`src/rtl/fetch_ctrl.sv`:
```
// fetch_ctrl: instruction-fetch sequencer for the 5-stage ARM pipeline.
// Owns the PC, issues instruction-memory requests, absorbs variable memory
// latency and loads the IF/ID register. A word that arrives while the hazard
// unit freezes the pipe is parked in a one-entry hold buffer, so it is not lost.
// Optional feature macro: IF_PERF_CNT_EN (builds the performance counters).
// Ports:
//   clk, rst        clock; synchronous active-high reset
//   i_freeze        hold PC and IF/ID
//   i_branch_taken  redirect fetch to i_branch_addr (bits [1:0] ignored), flush IF/ID
//   o_imem_req      fetch request valid
//   o_imem_addr     fetch address (= PC)
//   i_imem_rdata    returned instruction
//   i_imem_ready    i_imem_rdata valid for o_imem_addr this cycle
//   o_if_valid      IF/ID holds a real instruction
//   o_if_pc         PC+4 of the held instruction
//   o_if_instr      held instruction word
//   o_fetch_cnt     instructions delivered (0 without IF_PERF_CNT_EN)
//   o_bubble_cnt    bubble cycles inserted (0 without IF_PERF_CNT_EN)
module fetch_ctrl #(
    parameter logic [31:0] RESET_PC = 32'h0,
    parameter logic [31:0] PC_STEP  = 32'd4
) (
    input  logic        clk,
    input  logic        rst,
    input  logic        i_freeze,
    input  logic        i_branch_taken,
    input  logic [31:0] i_branch_addr,
    output logic        o_imem_req,
    output logic [31:0] o_imem_addr,
    input  logic [31:0] i_imem_rdata,
    input  logic        i_imem_ready,
    output logic        o_if_valid,
    output logic [31:0] o_if_pc,
    output logic [31:0] o_if_instr,
    output logic [31:0] o_fetch_cnt,
    output logic [31:0] o_bubble_cnt
);
    typedef enum logic [1:0] {IDLE, REQ, HOLD} state_t;
    state_t      r_state, w_state_n;
    logic [31:0] r_pc, w_pc_n;
    logic [31:0] r_if_pc, w_if_pc_n;
    logic [31:0] r_if_instr, w_if_instr_n;
    logic [31:0] r_hold, w_hold_n;
    logic        r_if_valid, w_if_valid_n;
    logic [31:0] w_pc_inc;
    assign w_pc_inc    = r_pc + PC_STEP;
    assign o_imem_req  = (r_state == REQ);
    assign o_imem_addr = r_pc;
    assign o_if_valid  = r_if_valid;
    assign o_if_pc     = r_if_pc;
    assign o_if_instr  = r_if_instr;
    always_ff @(posedge clk) begin
        if (rst) begin
            r_state    <= IDLE;
            r_pc       <= RESET_PC;
            r_if_valid <= 1'b0;
            r_if_pc    <= '0;
            r_if_instr <= '0;
            r_hold     <= '0;
        end else begin
            r_state    <= w_state_n;
            r_pc       <= w_pc_n;
            r_if_valid <= w_if_valid_n;
            r_if_pc    <= w_if_pc_n;
            r_if_instr <= w_if_instr_n;
            r_hold     <= w_hold_n;
        end
    end
    always_comb begin
        w_state_n    = r_state;
        w_pc_n       = r_pc;
        w_if_valid_n = r_if_valid;
        w_if_pc_n    = r_if_pc;
        w_if_instr_n = r_if_instr;
        w_hold_n     = r_hold;
        if (i_branch_taken) begin
            // masking rather than slicing keeps every target bit referenced
            w_pc_n       = i_branch_addr & ~32'h3;
            w_if_valid_n = 1'b0;
            w_hold_n     = '0;
            w_state_n    = REQ;
        end else if (r_state == IDLE) begin
            w_state_n = REQ;
        end else if (r_state == HOLD) begin
            if (!i_freeze) begin
                w_if_valid_n = 1'b1;
                w_if_pc_n    = w_pc_inc;
                w_if_instr_n = r_hold;
                w_pc_n       = w_pc_inc;
                w_state_n    = REQ;
            end
        end else if (i_imem_ready) begin
            if (i_freeze) begin
                w_hold_n  = i_imem_rdata;
                w_state_n = HOLD;
            end else begin
                w_if_valid_n = 1'b1;
                w_if_pc_n    = w_pc_inc;
                w_if_instr_n = i_imem_rdata;
                w_pc_n       = w_pc_inc;
            end
        end else if (!i_freeze) begin
            w_if_valid_n = 1'b0;
        end
    end
`ifdef IF_PERF_CNT_EN
    logic        w_fetch, w_bubble;
    logic [31:0] r_fetch_cnt, r_bubble_cnt;
    // a delivered word comes either straight from memory or from the hold buffer
    assign w_fetch  = !i_branch_taken && !i_freeze &&
                      ((r_state == REQ && i_imem_ready) || r_state == HOLD);
    assign w_bubble = i_branch_taken || (!i_freeze && r_state == REQ && !i_imem_ready);
    always_ff @(posedge clk) begin
        if (rst) begin
            r_fetch_cnt  <= '0;
            r_bubble_cnt <= '0;
        end else begin
            r_fetch_cnt  <= r_fetch_cnt + {31'd0, w_fetch};
            r_bubble_cnt <= r_bubble_cnt + {31'd0, w_bubble};
        end
    end
    assign o_fetch_cnt  = r_fetch_cnt;
    assign o_bubble_cnt = r_bubble_cnt;
`else
    assign o_fetch_cnt  = '0;
    assign o_bubble_cnt = '0;
`endif
endmodule

```
`config.mk`:
```
export PLATFORM = sky130hd
export DESIGN_NAME = fetch_ctrl
export DESIGN_NICKNAME = d
export VERILOG_FILES = /design/src/rtl/fetch_ctrl.sv
export SDC_FILE = /design/constraint.sdc
export NUM_CORES = 1
export LEC_CHECK = 0
export CAP_MARGIN = 20
export CORE_MARGIN = 1
export CORE_UTILIZATION = 45
export CTS_CLUSTER_DIAMETER = 50
export DETAILED_ROUTE_END_ITERATION = 6
export PLACE_DENSITY = 0.81
export REMOVE_ABC_BUFFERS = 1
export SLEW_MARGIN = 20
export SYNTH_ARGS = -nofsm -noshare
export SYNTH_HDL_FRONTEND = slang
export SYNTH_SLANG_ARGS = --single-unit
```
`constraint.sdc`:
```
create_clock -name clk -period 2.11 [get_ports clk]
set_input_delay 0.422 -clock clk [delete_from_list [all_inputs] [get_ports clk]]
set_output_delay 0.422 -clock clk [all_outputs]
set_load 0.005 [all_outputs]
```
==> implementation parameters, run 1 <==
Parameter                              Value

Status
  Result of the run    complete, no violations

Cells and area
  Fill count    1,112
  Final std cell area, no fill    8740 sq um
  Fraction of layout instances using a drive strength above 1    0.104
  # diodes    0
  Net count, final    984
  Most common library cell in the layout ignoring fill and taps    sky130_fd_sc_hd__clkdlybuf4s50_1
  Commonest cells after routing, fill and taps aside    sky130_fd_sc_hd__clkdlybuf4s50_1, sky130_fd_sc_hd__dfxtp_1, sky130_fd_sc_hd__nand2_1
  P&R area growth vs syn    40.2%
  Non-filler cells, final    1,103

Critical path
  Crit path launch type    flip-flop
  Worst R2R Setup Slack    0.17 ns
  Cell-by-cell trace of the critical path    nor2b_1, clkdlybuf4s50_1
  Cell with the largest stage delay on the worst path    sky130_fd_sc_hd__clkdlybuf4s50_1
  Largest incremental delay on the critical path    0.51 ns
  Kind of critical path    reg2out
  Worst endpoint required time    1.69 ns
  Worst Path Arrival    1.54 ns
  Setup crit end kind    output pin
  Max Fanout on Critical Path    8

Drt
  Detailed-routing iteration count for the pre-antenna-repair pass    5
  Via count    5,628
  Via density per instance    5.10
  Total Wirelength    16.3 mm
  Antenna Violating Nets Remaining    0
  Drt drc    0
  Number of violations reported at the end of detailed-routing iteration 0    394
  Average wire per cell in the routed design    14.7 um

Yosys
  Area contributors post-synth    sky130_fd_sc_hd__dfxtp_1, sky130_fd_sc_hd__a211oi_1, sky130_fd_sc_hd__buf_4, sky130_fd_sc_hd__mux2i_1, sky130_fd_sc_hd__nand2_1
  Number of distinct standard cells referenced by the synthesized netlist    43
  Register area share after synthesis    0.408
  Share of Yosys cell area claimed by the top area cell type    0.408
  Number of instances in the synthesized netlist    743
  Cell area after synthesis    6230 sq um
  Post-synthesis cell type with the largest combined area    sky130_fd_sc_hd__dfxtp_1
  Warning count from the yosys run    0
  Number of enable-type register cells in the synthesized netlist    0
  Dominant register cell in the synthesized netlist    sky130_fd_sc_hd__dfxtp_1
  Share of flip-flops with an asynchronous set or reset    0
  Mapped Avg Cell Area    8.39 sq um
  Post-synthesis register bit count    127

Clock tree
  PostCTS Resize Cnt    0
  Cell chosen for the clock root    sky130_fd_sc_hd__clkbuf_16
  CTS Sinks    127
  CTS tree    built
  Register clock-pin slew on the reported worst setup and hold paths    0.06 ns
  H-tree depth    4
  Buffer count from post-CTS setup fixing    0
  CTS Buf Count    17
  Maximum clock path buffer count    2
  Insertion delay of the later-clocked pin in the worst-skew pair    0.41 ns
  Total of hold buffers inserted after clock tree synthesis    0

Power and ir drop
  Power density over the cells    743 nW/um^2
  Peak VDD IR    389 uV
  Static Leakage    0.00335 uW
  Total power    6500 uW

Global route
  Wire length of the first global-routing pass    26.3 mm
  All-layer global routing usage    0.232
  Largest net degree at the start of global routing    93
  Initial antenna violation count    0
  Vias in the first global route    5,317
  Total grt overflow    0

Timing
  Max Clock Skew    0.00569 ns
  Share of the clock period used by the worst path after layout    0.929
  Number of slew-limit violations in the final report    0
  Maximum clock rate    510 MHz
  Worst slew pin tran    0.570 ns
  Slew margin rel.    0.617
  Post-route minimum period    1.96 ns
  Final setup violating endpoints    0
  RSZ-0062 raised after global routing    false
  Final hold violation count    0

Die
  Initial Utilization    0.467
  Full die area    14,300 sq um
  Core Box Area    13,300 sq um
  Die Y    120 um
  Horizontal die dimension    120 um
  Number of rows in the core area    42
  Number of I/O pins    231

Placement
  Global placement routability congestion    0.796
  Dpl cells    1,071
  Cell area after placement    8080 sq um
  Count of port buffers added during placement    160
  Post-DP HPWL    11.1 mm

Job
  Max Cap Violations    0

Min path
  Hold crit path type    reg2reg
cells by family (layout without fill, tap and decap cells):
family          after synthesis  in the layout  share of synthesized area
simple gates                264            264                      0.194
other cells                   1             68                   0.000602
fa+ha+maj                     1              1                    0.00201
mux                          36             36                     0.0578
xor+xnor                     52             52                     0.0731
flops                       127            127                      0.408
compound gates              133            133                      0.142
buf+inv                     129            246                      0.123
routing by layer:
layer	vias to the layer above	global-route usage	part of all wire
li1	2764	-	-
met1	2617	0.286	0.43
met2	220	0.388	0.48
met3	27	0.0566	0.065
met4	0	0.0875	0.019
met5	-	0	0
cell type report:
type                    count  area, sq um  share of cell area
multi-input cells         554         3200               0.366
flip-flops and latches    127         2540               0.291
repair buffers            210         2120               0.243
clock buffers              19          453              0.0518
well taps                 176          220              0.0252
clock inverters            13          186              0.0213
inverters                   4         15.0             0.00172
registers in the layout, summed over array words and instances, names as in the netlist:
name / flops
o_if_instr: 32
o_if_valid: 1
r_state: 2
r_hold: 32
o_imem_addr: 30
o_if_pc: 30
synth_stat cells, drive strengths merged (3+ instances only):
cell type,count
o22ai,3
dfxtp,127
xnor2,15
a21oi,41
nor2b,3
xor2,37
nor4,6
o21ai,4
nand3,20
clkbuf,41
a211oi,77
nand2,96
and3,7
mux2i,36
nor2,96
inv,4
nand4,17
buf,84
or3,3
nor3,8
worst max-delay path: cells and delay by family (launching register included):
kind                   cells  cell delay (ns)
buffers and inverters      1             0.51
DFF                        1             0.44
and+or+nand+nor            1             0.18
where the power goes:
part / total, uW / switching [uW] / internal, uW / leakage (uW)
Combinational: 791 / 360 / 431 / 0.00202
Sequential: 2570 / 77.3 / 2490 / 0.00104
Clock: 3130 / 1090 / 2040 / 0.000302
Total: 6500 / 1530 / 4960 / 0.00335
final timing paths:
path,start,to,depth (start not counted)
min reg2reg,r_hold[14],r_hold[14],2
min,r_hold[14],r_hold[14],2
max reg2reg,o_imem_addr[13],o_imem_addr[31],5
max,r_state[0],o_imem_req,2
metrics by stage:
stage / setup slack (ns) / hold slack [ns] / util / setup TNS [ns]
after floorplan: -5.32 / 0.436 / - / -322.01
after detailed placement: -0.0983 / 0.446 / 0.606 / -1.08
after global placement: -0.0644 / 0.441 / 0.606 / -0.335
after CTS: 0.118 / 0.454 / 0.653 / 0
after global routing: 0.0288 / 0.471 / 0.655 / 0
final: 0.151 / 0.452 / 0.655 / 0
Note: power is estimated with default switching activity, not from simulation.
==> inputs of run 2 (changes only) <==
--- a/config.mk
+++ b/config.mk
@@ -6,6 +6,7 @@
 export NUM_CORES = 1
 export LEC_CHECK = 0
 export CAP_MARGIN = 20
+export CORE_ASPECT_RATIO = 1.4
 export CORE_MARGIN = 1
 export CORE_UTILIZATION = 45
 export CTS_CLUSTER_DIAMETER = 50
==> implementation parameters, run 2 (synthesis gave the netlist of run 1 again) <==
Parameter                              Value

Clock tree
  Insertion delay of the later-clocked pin in the worst-skew pair    0.40 ns
  CTS Sinks    127
  Cell chosen for the clock root    sky130_fd_sc_hd__clkbuf_16
  CTS Buf Count    17
  Register clock-pin slew on the reported worst setup and hold paths    0.06 ns
  Maximum clock path buffer count    2
  H-tree depth    4
  Total of hold buffers inserted after clock tree synthesis    0
  CTS tree    built

Power and ir drop
  Static Leakage    0.00330 uW
  Power density over the cells    746 nW/um^2
  Comb power frac    0.117
  Sequential fraction of design power    0.400
  Peak VDD IR    540 uV
  Clock Power Share    0.483
  Int Power    4920 uW
  Net switching power    1520 uW
  Fraction of power spent switching nets    0.236

Cells and area
  Most common library cell in the layout ignoring fill and taps    sky130_fd_sc_hd__clkdlybuf4s50_1
  Commonest cells after routing, fill and taps aside    sky130_fd_sc_hd__clkdlybuf4s50_1, sky130_fd_sc_hd__dfxtp_1, sky130_fd_sc_hd__nand2_1
  Fraction of layout instances using a drive strength above 1    0.0955
  Net count, final    978
  Fill count    1,136
  P&R area growth vs syn    38.4%
  # diodes    0
  Final std cell area, no fill    8620 sq um

Critical path
  Kind of critical path    reg2reg
  Worst R2R End    o_imem_addr[31]
  Worst endpoint required time    2.42 ns
  Crit path launch type    flip-flop
  Max Fanout on Critical Path    5
  Worst Path Arrival    2.29 ns
  Source of the worst register-to-register timing path    o_imem_addr[16]
  Setup crit end kind    flip-flop
  Worst R2R Setup Slack    0.13 ns
  FF-to-FF path depth    5

Status
  Result of the run    complete, no violations

Global route
  Largest net degree at the start of global routing    54
  Wire length of the first global-routing pass    24.0 mm
  Total grt overflow    0
  Vias in the first global route    4,853
  Initial antenna violation count    0
  All-layer global routing usage    0.211

Drt
  Average wire per cell in the routed design    13.9 um
  Total Wirelength    15.3 mm
  Number of violations reported at the end of detailed-routing iteration 0    215
  Via count    5,472
  Via density per instance    4.96
  Antenna Violating Nets Remaining    0
  Drt drc    0
  Detailed-routing iteration count for the pre-antenna-repair pass    5

Min path
  Hold crit path type    reg2reg
  Worst hold path depth    2
  WHS Endpoint    r_hold[30]
  Startpoint of the most critical hold path    r_hold[30]

Die
  Horizontal die dimension    101 um
  Number of I/O pins    231
  Number of rows in the core area    50
  Initial Utilization    0.463
  Die Y    141 um
  Core Box Area    13,500 sq um
  Full die area    14,300 sq um

Timing
  Final setup violating endpoints    0
  Max Clock Skew    0.00953 ns
  Maximum clock rate    506 MHz
  Worst slew pin tran    0.583 ns
  Final hold violation count    0
  Number of slew-limit violations in the final report    0
  Slew margin rel.    0.612
  Share of the clock period used by the worst path after layout    0.937
  RSZ-0062 raised after global routing    false
  Post-route minimum period    1.98 ns
  Min Hold Slack    0.451 ns

Placement
  Count of port buffers added during placement    160
  Cell area after placement    7980 sq um
  Post-DP HPWL    10.8 mm
  Global placement routability congestion    0.794

Job
  Max Cap Violations    0
==> run 2: layer usage <==
metal | track usage | part of all wire | vias up
met5 | 0 | 0 | -
met4 | 0.0770 | 0.024 | 0
met3 | 0.0392 | 0.046 | 30
met2 | 0.356 | 0.50 | 205
met1 | 0.265 | 0.43 | 2485
li1 | - | - | 2752
==> run 2: layout make-up <==
| class | instances | area [sq um] | area share |
|---|---|---|---|
| tap | 182 | 228 | 0.0264 |
| timing repair buffer | 204 | 2020 | 0.234 |
| sequential | 127 | 2540 | 0.295 |
| clock inverter | 13 | 185 | 0.0215 |
| inverter | 4 | 15.0 | 0.00174 |
| clock buffer | 19 | 443 | 0.0514 |
| multi-input combinational | 554 | 3190 | 0.370 |
==> run 2: critical path, cell delays in order, from the launching register on <==
cell	delay, ns
sky130_fd_sc_hd__dfxtp_1	0.42
sky130_fd_sc_hd__nand4_1	0.29
sky130_fd_sc_hd__nor4_4	0.36
sky130_fd_sc_hd__nand4_1	0.22
sky130_fd_sc_hd__or3_1	0.35
sky130_fd_sc_hd__a311oi_1	0.25
==> run 2: what timing repair did <==
action	CTS	global route
buffers inserted	0	0
endpoints found under the setup margin	0	7
gates resized for setup	0	3
==> run 2: worst max-delay path by stage <==
stage                          from              end
CTS                 o_imem_addr[16]  o_imem_addr[31]
detailed placement     i_imem_ready  o_imem_addr[20]
floorplan                r_state[0]      o_if_pc[30]
finish              o_imem_addr[16]  o_imem_addr[31]
global placement       i_imem_ready  o_imem_addr[24]
global route        o_imem_addr[16]  o_imem_addr[31]
==> run 2: per-stage QoR <==
stage | setup TNS (ns) | util | worst slack (ns) | std cells | power (uW)
after global routing | 0 | 0.641 | 0.00270 | 1103 | 6690
after floorplan | -322.01 | - | -5.32 | 685 | 2920
final | 0 | 0.641 | 0.132 | 1103 | 6430
after global placement | -0.0141 | 0.593 | -0.0105 | 1071 | 3360
after CTS | 0 | 0.640 | 0.133 | 1103 | 6500
after detailed placement | -0.102 | 0.593 | -0.0212 | 1071 | 3370
==> run 2: power groups by stage <==
stage	clock [uW]	combinational, uW	sequential [uW]
CTS	3170	756	2570
detailed placement	0	752	2620
global placement	0	743	2620
finish	3110	756	2570
floorplan	0	283	2630
global route	3280	827	2580
==> inputs of run 3 (changes only) <==
--- a/config.mk
+++ b/config.mk
@@ -11,9 +11,8 @@
 export CORE_UTILIZATION = 45
 export CTS_CLUSTER_DIAMETER = 50
 export DETAILED_ROUTE_END_ITERATION = 6
+export HOLD_SLACK_MARGIN = 0.08
 export PLACE_DENSITY = 0.81
-export REMOVE_ABC_BUFFERS = 1
-export SLEW_MARGIN = 20
 export SYNTH_ARGS = -nofsm -noshare
 export SYNTH_HDL_FRONTEND = slang
 export SYNTH_SLANG_ARGS = --single-unit
==> implementation parameters, run 3 (synthesis gave the netlist of run 1 again) <==
Parameter                              Value

Drt
  Via count    5,602
  Via density per instance    5.06
  Drt drc    0
  Detailed-routing iteration count for the pre-antenna-repair pass    6
  Average wire per cell in the routed design    14.3 um
  Antenna Violating Nets Remaining    0
  Number of violations reported at the end of detailed-routing iteration 0    183
  Total Wirelength    15.9 mm

Global route
  Total grt overflow    0
  Initial antenna violation count    0
  Largest net degree at the start of global routing    93
  All-layer global routing usage    0.228
  Vias in the first global route    5,349
  Wire length of the first global-routing pass    25.8 mm

Cells and area
  P&R area growth vs syn    39.4%
  Net count, final    984
  Most common library cell in the layout ignoring fill and taps    sky130_fd_sc_hd__clkdlybuf4s50_1
  # diodes    0
  Commonest cells after routing, fill and taps aside    sky130_fd_sc_hd__clkdlybuf4s50_1, sky130_fd_sc_hd__dfxtp_1, sky130_fd_sc_hd__nand2_1
  Fraction of layout instances using a drive strength above 1    0.0983
  Final std cell area, no fill    8680 sq um

Critical path
  Kind of critical path    reg2reg
  Crit path launch type    flip-flop
  Worst endpoint required time    2.43 ns
  Setup crit end kind    flip-flop
  Worst Path Arrival    2.30 ns
  Max Fanout on Critical Path    5

Die
  Number of rows in the core area    50
  Full die area    14,300 sq um
  Core Box Area    13,500 sq um
  Horizontal die dimension    101 um
  Initial Utilization    0.463
  Die Y    141 um
  Number of I/O pins    231

Clock tree
  CTS tree    built
  PostCTS Resize Cnt    0
  Total of hold buffers inserted after clock tree synthesis    0
  Buffer count from post-CTS setup fixing    0
  H-tree depth    4
  CTS Buf Count    17
  Cell chosen for the clock root    sky130_fd_sc_hd__clkbuf_16
  Register clock-pin slew on the reported worst setup and hold paths    0.06 ns
  Insertion delay of the later-clocked pin in the worst-skew pair    0.41 ns
  Maximum clock path buffer count    2
  CTS Sinks    127

Timing
  Max Clock Skew    0.0106 ns
  Number of slew-limit violations in the final report    0
  Maximum clock rate    503 MHz
  RSZ-0062 raised after global routing    false
  Final setup violating endpoints    0
  Worst path setup slack after routing    0.123 ns
  Final hold violation count    0
  Post-route minimum period    1.99 ns
  Share of the clock period used by the worst path after layout    0.942

Placement
  Cell area after placement    8050 sq um
  Post-DP HPWL    11.1 mm
  Global placement routability congestion    0.797
  Minimum setup slack after placement    -0.0429 ns
  Count of port buffers added during placement    160

Min path
  Hold crit path type    reg2reg

Job
  Max Cap Violations    0

Power and ir drop
  Peak VDD IR    446 uV
  Static Leakage    0.00333 uW
  Power density over the cells    743 nW/um^2

Status
  Result of the run    complete, no violations
==> run 3: layout make-up <==
| class | count | area [sq um] |
|---|---|---|
| clock buffer | 21 | 460 |
| clock inverter | 10 | 161 |
| fill | 1144 | 4770 |
| inverter | 4 | 15.0 |
| multi-input combinational | 554 | 3190 |
| sequential | 127 | 2540 |
| tap | 182 | 228 |
| timing repair buffer | 210 | 2090 |
==> run 3: worst paths after layout <==
kind | start | end | slack (ns) | cells after the start
worst min register to register | r_hold[30] | r_hold[30] | 0.45 | 2
worst min-delay path | r_hold[30] | r_hold[30] | 0.45 | 2
worst max-delay path | o_imem_addr[16] | o_imem_addr[31] | 0.12 | 5
worst max register to register | o_imem_addr[16] | o_imem_addr[31] | 0.12 | 5
==> run 3: metrics by stage <==
| stage | setup TNS [ns] | cells | power [uW] | hold slack (ns) | utilization |
|---|---|---|---|---|---|
| 4_1_cts | 0 | 1108 | 6510 | 0.454 | 0.645 |
| 6_report | 0 | 1108 | 6450 | 0.452 | 0.646 |
| 2_1_floorplan | 0 | 810 | 3040 | 0.436 | - |
| 5_1_grt | 0 | 1108 | 6710 | 0.465 | 0.646 |
| 3_5_place_dp | -0.167 | 1077 | 3400 | 0.446 | 0.599 |
| 3_3_place_gp | 0 | 1077 | 3380 | 0.441 | 0.599 |
==> run 3: critical path: stages, from the launching register on <==
cell and delay (ns):
sky130_fd_sc_hd__dfxtp_1 0.41, sky130_fd_sc_hd__nand4_1 0.33, sky130_fd_sc_hd__nor4_4 0.35, sky130_fd_sc_hd__nand4_1 0.22, sky130_fd_sc_hd__or3_1 0.35, sky130_fd_sc_hd__a311oi_1 0.24
==> run 3: metal layers <==
metal / vias up / wire [um] / global-route usage
met5: - / 0 / 0
met4: 0 / 410 / 0.106
met3: 37 / 851 / 0.0540
met2: 199 / 8200 / 0.398
met1: 2596 / 6420 / 0.259
li1: 2770 / - / -
==> run 3: power by group <==
part / leakage [uW] / internal [uW] / switching (uW)
Combinational: 0.00200 / 429 / 356
Clock: 0.000295 / 2030 / 1070
Sequential: 0.00104 / 2490 / 73.7
Total: 0.00333 / 4950 / 1500
